File: src/rtl/timer_bank_pkg.sv
// Shared constants for apb_timer_bank: register offsets, CTRL bit positions,
// channel stride and the per-channel state type.
package timer_bank_pkg;

  localparam int unsigned CH_STRIDE = 16;

  localparam logic [3:0] OFF_LOAD   = 4'h0;
  localparam logic [3:0] OFF_CURVAL = 4'h4;
  localparam logic [3:0] OFF_CTRL   = 4'h8;
  localparam logic [3:0] OFF_EOI    = 4'hC;

  localparam logic [7:0] ADDR_INTSTAT    = 8'hF0;
  localparam logic [7:0] ADDR_EOI_ALL    = 8'hF4;
  localparam logic [7:0] ADDR_RAWINTSTAT = 8'hF8;
  localparam logic [7:0] ADDR_PRESCALE   = 8'hFC;

  localparam int unsigned CTRL_EN    = 0;
  localparam int unsigned CTRL_MODE  = 1;
  localparam int unsigned CTRL_IMASK = 2;

  typedef enum logic {
    CH_IDLE = 1'b0,
    CH_RUN  = 1'b1
  } ch_state_t;

endpackage

File: src/rtl/timer_bank_ch.sv
// One timer channel: LOAD/CTRL registers, down-counter with IDLE/RUN FSM,
// raw interrupt flag and ETB trigger enable/pulse.
module timer_bank_ch
  import timer_bank_pkg::*;
#(
  parameter int unsigned CNT_W = 32
) (
  input  logic             clk,
  input  logic             rst,
  input  logic             tick,
  input  logic             load_we,
  input  logic             ctrl_we,
  input  logic [CNT_W-1:0] wdata,
  input  logic             eoi_clr,
  input  logic             trig_en_on,
  input  logic             trig_en_off,
  output logic [CNT_W-1:0] load,
  output logic [CNT_W-1:0] curval,
  output logic [2:0]       ctrl,
  output logic             raw,
  output logic             imask,
  output logic             trig
);

  ch_state_t        state_q, state_d;
  logic [CNT_W-1:0] load_q, cur_q, cur_d;
  logic             mode_q, imask_q, raw_q, trig_en_q, trig_q;
  logic             expire;

  // CTRL.EN is the FSM state itself; an EN=0 write takes priority over a tick.
  always_comb begin
    state_d = state_q;
    cur_d   = cur_q;
    expire  = 1'b0;
    unique case (state_q)
      CH_IDLE: begin
        if (ctrl_we && wdata[CTRL_EN]) begin
          state_d = CH_RUN;
          cur_d   = load_q;
        end
      end
      CH_RUN: begin
        if (ctrl_we && !wdata[CTRL_EN]) begin
          state_d = CH_IDLE;
        end else if (tick) begin
          if (cur_q == '0) begin
            expire = 1'b1;
            if (mode_q) cur_d = load_q;
            else        state_d = CH_IDLE;
          end else begin
            cur_d = cur_q - 1'b1;
          end
        end
      end
      default: state_d = CH_IDLE;
    endcase
  end

  always_ff @(posedge clk or posedge rst) begin
    if (rst) begin
      state_q   <= CH_IDLE;
      cur_q     <= '0;
      load_q    <= '0;
      mode_q    <= 1'b0;
      imask_q   <= 1'b0;
      raw_q     <= 1'b0;
      trig_en_q <= 1'b0;
      trig_q    <= 1'b0;
    end else begin
      state_q <= state_d;
      cur_q   <= cur_d;
      if (load_we) load_q <= wdata;
      if (ctrl_we) begin
        mode_q  <= wdata[CTRL_MODE];
        imask_q <= wdata[CTRL_IMASK];
      end
      // Expiry beats a concurrent EOI clear; trigger-off beats trigger-on.
      if (expire)       raw_q <= 1'b1;
      else if (eoi_clr) raw_q <= 1'b0;
      if (trig_en_off)     trig_en_q <= 1'b0;
      else if (trig_en_on) trig_en_q <= 1'b1;
      trig_q <= expire && trig_en_q;
    end
  end

  assign load   = load_q;
  assign curval = cur_q;
  assign ctrl   = {imask_q, mode_q, state_q == CH_RUN};
  assign raw    = raw_q;
  assign imask  = imask_q;
  assign trig   = trig_q;

endmodule

File: src/rtl/apb_timer_bank.sv
// APB multi-channel down-counter timer bank: decode, read mux, shared prescaler.
// Optional shared prescaler enabled by defining TIMER_BANK_PRESCALE_EN.
module apb_timer_bank
  import timer_bank_pkg::*;
#(
  parameter int unsigned NUM_CH = 2,
  parameter int unsigned CNT_W  = 32,
  parameter int unsigned ADDR_W = 8
) (
  input  logic              pclk,
  input  logic              preset,
  input  logic              psel,
  input  logic              penable,
  input  logic              pwrite,
  input  logic [ADDR_W-1:0] paddr,
  input  logic [31:0]       pwdata,
  output logic [31:0]       prdata,
  input  logic [NUM_CH-1:0] etb_trig_en_on,
  input  logic [NUM_CH-1:0] etb_trig_en_off,
  output logic [NUM_CH-1:0] intr,
  output logic [NUM_CH-1:0] etb_trig
);

  logic [31:0]       addr;
  logic [3:0]        reg_off;
  logic              in_page, glob_hit, wr_acc, rd_acc, eoi_all;
  logic              tick;
  logic [NUM_CH-1:0] raw, imask;
  logic [31:0]       rd_chain [NUM_CH+1];

  assign addr     = 32'(paddr);
  assign reg_off  = addr[3:0];
  assign in_page  = (addr[31:8] == '0) && (addr[1:0] == 2'b00);
  assign glob_hit = in_page && (addr[7:4] == 4'hF);
  assign wr_acc   = psel && penable && pwrite;
  assign rd_acc   = psel && penable && !pwrite;
  assign eoi_all  = glob_hit && (addr[7:0] == ADDR_EOI_ALL);
  assign intr     = raw & ~imask;
  assign rd_chain[0] = '0;

  for (genvar n = 0; n < NUM_CH; n++) begin : g_ch
    logic             sel;
    logic [CNT_W-1:0] ch_load, ch_cur;
    logic [2:0]       ch_ctrl;
    logic [31:0]      rd;

    assign sel = in_page && ((addr[7:0] & 8'hF0) == 8'(n * CH_STRIDE));

    timer_bank_ch #(
      .CNT_W(CNT_W)
    ) u_ch (
      .clk        (pclk),
      .rst        (preset),
      .tick       (tick),
      .load_we    (wr_acc && sel && (reg_off == OFF_LOAD)),
      .ctrl_we    (wr_acc && sel && (reg_off == OFF_CTRL)),
      .wdata      (pwdata[CNT_W-1:0]),
      .eoi_clr    (rd_acc && ((sel && (reg_off == OFF_EOI)) || eoi_all)),
      .trig_en_on (etb_trig_en_on[n]),
      .trig_en_off(etb_trig_en_off[n]),
      .load       (ch_load),
      .curval     (ch_cur),
      .ctrl       (ch_ctrl),
      .raw        (raw[n]),
      .imask      (imask[n]),
      .trig       (etb_trig[n])
    );

    always_comb begin
      rd = '0;
      if (sel) begin
        case (reg_off)
          OFF_LOAD:   rd = 32'(ch_load);
          OFF_CURVAL: rd = 32'(ch_cur);
          OFF_CTRL:   rd = 32'(ch_ctrl);
          OFF_EOI:    rd = 32'(raw[n]);
          default:    rd = '0;
        endcase
      end
    end

    // Channel pages never overlap, so the read mux reduces to an OR chain.
    assign rd_chain[n+1] = rd_chain[n] | rd;
  end

`ifdef TIMER_BANK_PRESCALE_EN
  logic [7:0] prescale_q, pcnt_q;

  assign tick = (pcnt_q == prescale_q);

  always_ff @(posedge pclk or posedge preset) begin
    if (preset) begin
      prescale_q <= '0;
      pcnt_q     <= '0;
    end else if (wr_acc && glob_hit && (addr[7:0] == ADDR_PRESCALE)) begin
      prescale_q <= pwdata[7:0];
      pcnt_q     <= '0;
    end else if (tick) begin
      pcnt_q <= '0;
    end else begin
      pcnt_q <= pcnt_q + 1'b1;
    end
  end
`else
  assign tick = 1'b1;
`endif

  always_comb begin
    prdata = '0;
    if (psel && !pwrite) begin
      prdata = rd_chain[NUM_CH];
      if (glob_hit) begin
        case (addr[7:0])
          ADDR_INTSTAT:    prdata = 32'(intr);
          ADDR_EOI_ALL:    prdata = 32'(intr);
          ADDR_RAWINTSTAT: prdata = 32'(raw);
`ifdef TIMER_BANK_PRESCALE_EN
          ADDR_PRESCALE:   prdata = 32'(prescale_q);
`endif
          default:         prdata = '0;
        endcase
      end
    end
  end

endmodule

File: config.mk
export PLATFORM = sky130hd
export DESIGN_NAME = apb_timer_bank
export DESIGN_NICKNAME = d
export VERILOG_FILES = /design/src/rtl/timer_bank_pkg.sv /design/src/rtl/timer_bank_ch.sv /design/src/rtl/apb_timer_bank.sv
export SDC_FILE = /design/constraint.sdc
export NUM_CORES = 1
export LEC_CHECK = 0
export CAP_MARGIN = 5
export CORE_AREA = 2 2 124 126
export CTS_BUF_LIST = sky130_fd_sc_hd__clkbuf_4 sky130_fd_sc_hd__clkbuf_8 sky130_fd_sc_hd__clkbuf_16
export DETAILED_ROUTE_END_ITERATION = 12
export DIE_AREA = 0 0 126 128
export HOLD_SLACK_MARGIN = 0.15
export PLACE_DENSITY = 0.92
export SLEW_MARGIN = 10
export SYNTH_ARGS = -nofsm -noshare
export SYNTH_HDL_FRONTEND = slang
export SYNTH_HIERARCHICAL = 1
export SYNTH_SLANG_ARGS = --single-unit
File: constraint.sdc
create_clock -name pclk -period 4.8 [get_ports pclk]
set_clock_uncertainty 0.2 [all_clocks]
set_input_delay 0.48 -clock pclk [delete_from_list [all_inputs] [get_ports pclk]]
set_output_delay 0.48 -clock pclk [all_outputs]
set_load 0.02 [all_outputs]
==> reports/metrics.json <==
{
  "ir_drop_worst_case_vdd_mv": 0.271,
  "tightest_slew_ps": 979,
  "fin_tns_setup_ps": 0,
  "outcome": "finished clean",
  "vias_per_cell": 6.99,
  "finalSetupViolCount": 0,
  "synth_most_common_cell": "sky130_fd_sc_hd__dfrtp_1",
  "commonest_cells_post_synth": "sky130_fd_sc_hd__dfrtp_1, sky130_fd_sc_hd__mux2_2, sky130_fd_sc_hd__nor2_1",
  "io_pins": 85,
  "grt_max_degree": 68,
  "num-nets-final": 1012,
  "mappedNetlistArea_um2": 8690,
  "layout-drive-gt1-share": 0.228,
  "place_inst": 1128,
  "synth_top_cells_by_area": "sky130_fd_sc_hd__dfrtp_1, sky130_fd_sc_hd__mux2_2, sky130_fd_sc_hd__nor2_1",
  "share_clk_of_total_power": 0.436,
  "rsz0062_at_grt": "no",
  "remaining_number_of_nets_flagged_by_the_antenna_check_after_routing": 0,
  "placeableCoreArea_um2": 14900,
  "yosys_warnings": 6,
  "maxSlewHeadroom": 0.348,
  "cts-resized-gates": 0,
  "final_cells": 1160,
  "fmax_mhz": 269,
  "num_vias": 8110,
  "cts_hold_buf": 0,
  "hold_class": "in2async",
  "crit_fanout": 33,
  "drt_pre_antenna_iters": 6,
  "ctsRootBufferMaster": "sky130_fd_sc_hd__clkbuf_16",
  "static_leakage_uw": 0.00422,
  "core.rowCount": 45,
  "num_antenna_cells": 0,
  "share_of_power_burned_in_registers": 0.427,
  "layout_min_cycle_time_ps": 3710,
  "cap_violations": 0,
  "syn-instance-count": 903,
  "cts_tree": "built",
  "worst-setup-path-type": "in2out",
  "avgSynthCellArea_um2": 9.63,
  "port_buffers": 84,
  "async_flop_share": 1.00,
  "signal_arrival_time_at_the_worst_endpoint_ps": 3030,
  "die_height_um": 128,
  "count_of_flip_flops_with_a_built_in_enable_after_synthesis": 0,
  "critPathRequiredTime_ps": 4120,
  "worstSetupStartpointType": "input pin",
  "portion_of_synthesized_cell_area_occupied_by_the_leading_cell_type": 0.403,
  "share_of_the_clock_period_used_by_the_worst_path_after_layout": 0.774,
  "initial_antenna_violation_count": 0,
  "final-hold-violation-count": 0,
  "drc": 0,
  "postSynth.topFlopCell": "sky130_fd_sc_hd__dfrtp_1",
  "report.final.slew_viol_count": 0,
  "routabilityCongestion": 0.935,
  "power.switching_fraction": 0.289,
  "power.density_cell_area_nw_per_um2": 301,
  "post_synth_num_cell_types": 60,
  "remaining_overflow_grt": 0,
  "post-cts-setup-buffer-count": 0,
  "place_hpwl_um": 17000,
  "clock_transition_at_path_regs_ps": 60,
  "synthToLayoutAreaGrowth_pct": 17.4,
  "p_int_uw": 2190,
  "gr-usage-all-layers": 0.320,
  "wire_length_of_the_first_global_routing_pass_um": 40700,
  "die_width_um": 126,
  "end_kind": "output port",
  "routed_wl_um": 25700,
  "yosysSeqAreaShare": 0.403,
  "total_switching_power_uw": 889,
  "yosys_register_bits": 140,
  "cts_buffer_count": 17,
  "fp.dieArea_um2": 16100,
  "synth_area_leader_cell": "sky130_fd_sc_hd__dfrtp_1",
  "cts_sinks": 140,
  "clk_latency_ps": 440,
  "cts.htree.levels": 4,
  "vias_in_the_first_global_route": 7478,
  "wire_per_inst_um": 22.2,
  "ctsLongestPathBuffers": 2,
  "share_comb_of_total_power": 0.137,
  "initialDrtViolationCount": 1397,
  "initial_utilization": 0.585
}
[worst max-delay path: stages]
cell and delay, ps:
sky130_fd_sc_hd__clkdlybuf4s50_1 430, sky130_fd_sc_hd__or2_1 330, sky130_fd_sc_hd__nor4b_4 320, sky130_fd_sc_hd__buf_4 380, sky130_fd_sc_hd__a22oi_1 150, sky130_fd_sc_hd__nor2_1 250
sky130_fd_sc_hd__clkdlybuf4s50_1 670
[final timing paths]
path                       cells past startpoint  slack [ps]               startpoint                 endpoint
max                                            7        1090                 paddr[1]               prdata[31]
min                                            2         210                   preset         g_ch[0].u_ch/raw
max reg2reg                                    7        1140  g_ch[0].u_ch/curval[14]  g_ch[0].u_ch/curval[17]
min reg2reg                                    2         290   g_ch[0].u_ch/trig_en_q   g_ch[0].u_ch/trig_en_q
max in group asynchronous                      3        3030                   preset  g_ch[1].u_ch/curval[12]
min in group pclk                              2         290   g_ch[0].u_ch/trig_en_q   g_ch[0].u_ch/trig_en_q
[cells by family after synthesis]
logic type	after synthesis	share of synthesized area
AND/OR/NAND/NOR	280	0.171
AO/OA/AOI/OAI	255	0.194
adder cells (fa/ha/maj)	4	0.00576
multiplexers	132	0.173
buffers and inverters	91	0.0521
flip-flops	140	0.403
other	1	0.000431
[registers in the layout, summed over array words and instances (netlist names)]
signal	flops
g_ch.u_ch/mode_q	2
g_ch.u_ch/state_q	2
g_ch.u_ch/imask	2
g_ch.u_ch/trig_en_q	2
g_ch.u_ch/raw	2
g_ch.u_ch/load	64
g_ch.u_ch/trig	2
g_ch.u_ch/curval	64
[final cells by class]
type                            instances  area, µm²
Inverter                               21       78.8
Tap cell                              188        235
Clock buffer                           18        439
Timing Repair Buffer                  104        986
Multi-Input combinational cell        675       4800
Fill cell                            1048       4660
Sequential cell                       140       3500
Clock inverter                         14        160
[placed cells by master, fill, tap and decap left out, types with 10 or more instances in the layout]
master | synthesis | final
sky130_fd_sc_hd__a21oi_1 | 60 | 60
sky130_fd_sc_hd__a22oi_1 | 38 | 38
sky130_fd_sc_hd__a31oi_1 | 12 | 12
sky130_fd_sc_hd__buf_4 | 7 | 20
sky130_fd_sc_hd__clkbuf_16 | 0 | 17
sky130_fd_sc_hd__clkdlybuf4s50_1 | 0 | 83
sky130_fd_sc_hd__dfrtp_1 | 140 | 140
sky130_fd_sc_hd__inv_1 | 20 | 18
sky130_fd_sc_hd__mux2_2 | 126 | 126
sky130_fd_sc_hd__nand2_1 | 32 | 32
sky130_fd_sc_hd__nand3_1 | 14 | 14
sky130_fd_sc_hd__nor2_1 | 117 | 117
sky130_fd_sc_hd__nor3_1 | 22 | 21
sky130_fd_sc_hd__nor4_1 | 22 | 22
sky130_fd_sc_hd__o21ai_0 | 62 | 62
sky130_fd_sc_hd__o22a_1 | 10 | 10
sky130_fd_sc_hd__o2bb2ai_1 | 14 | 14
[per-layer routing]
metal / up-vias / track usage / share of wire
li1: 3480 / - / -
met1: 3889 / 0.423 / 0.38
met2: 611 / 0.510 / 0.46
met3: 130 / 0.0718 / 0.11
met4: 0 / 0.142 / 0.046
met5: - / 0 / 0
[power by group through the flow]
stage | sequential (µW) | clock, µW | combinational, µW
global placement | 1330 | 0 | 389
detailed placement | 1330 | 0 | 399
CTS | 1310 | 1340 | 408
finish | 1310 | 1340 | 421
global route | 1320 | 1400 | 448
floorplan | 1310 | 0 | 272
[through the flow]
step / area, µm² / util / worst slack [ps] / hold WS [ps] / power [µW]
after floorplan: 8700 / - / 1700 / 252 / 1580
after global placement: 9610 / 0.646 / 1030 / 286 / 1720
after detailed placement: 9610 / 0.646 / 924 / 287 / 1730
after CTS: 10200 / 0.687 / 1150 / 212 / 3060
after global routing: 10200 / 0.687 / 1000 / 264 / 3180
final: 10200 / 0.687 / 1090 / 210 / 3080
(Power assumes the default switching activity.)
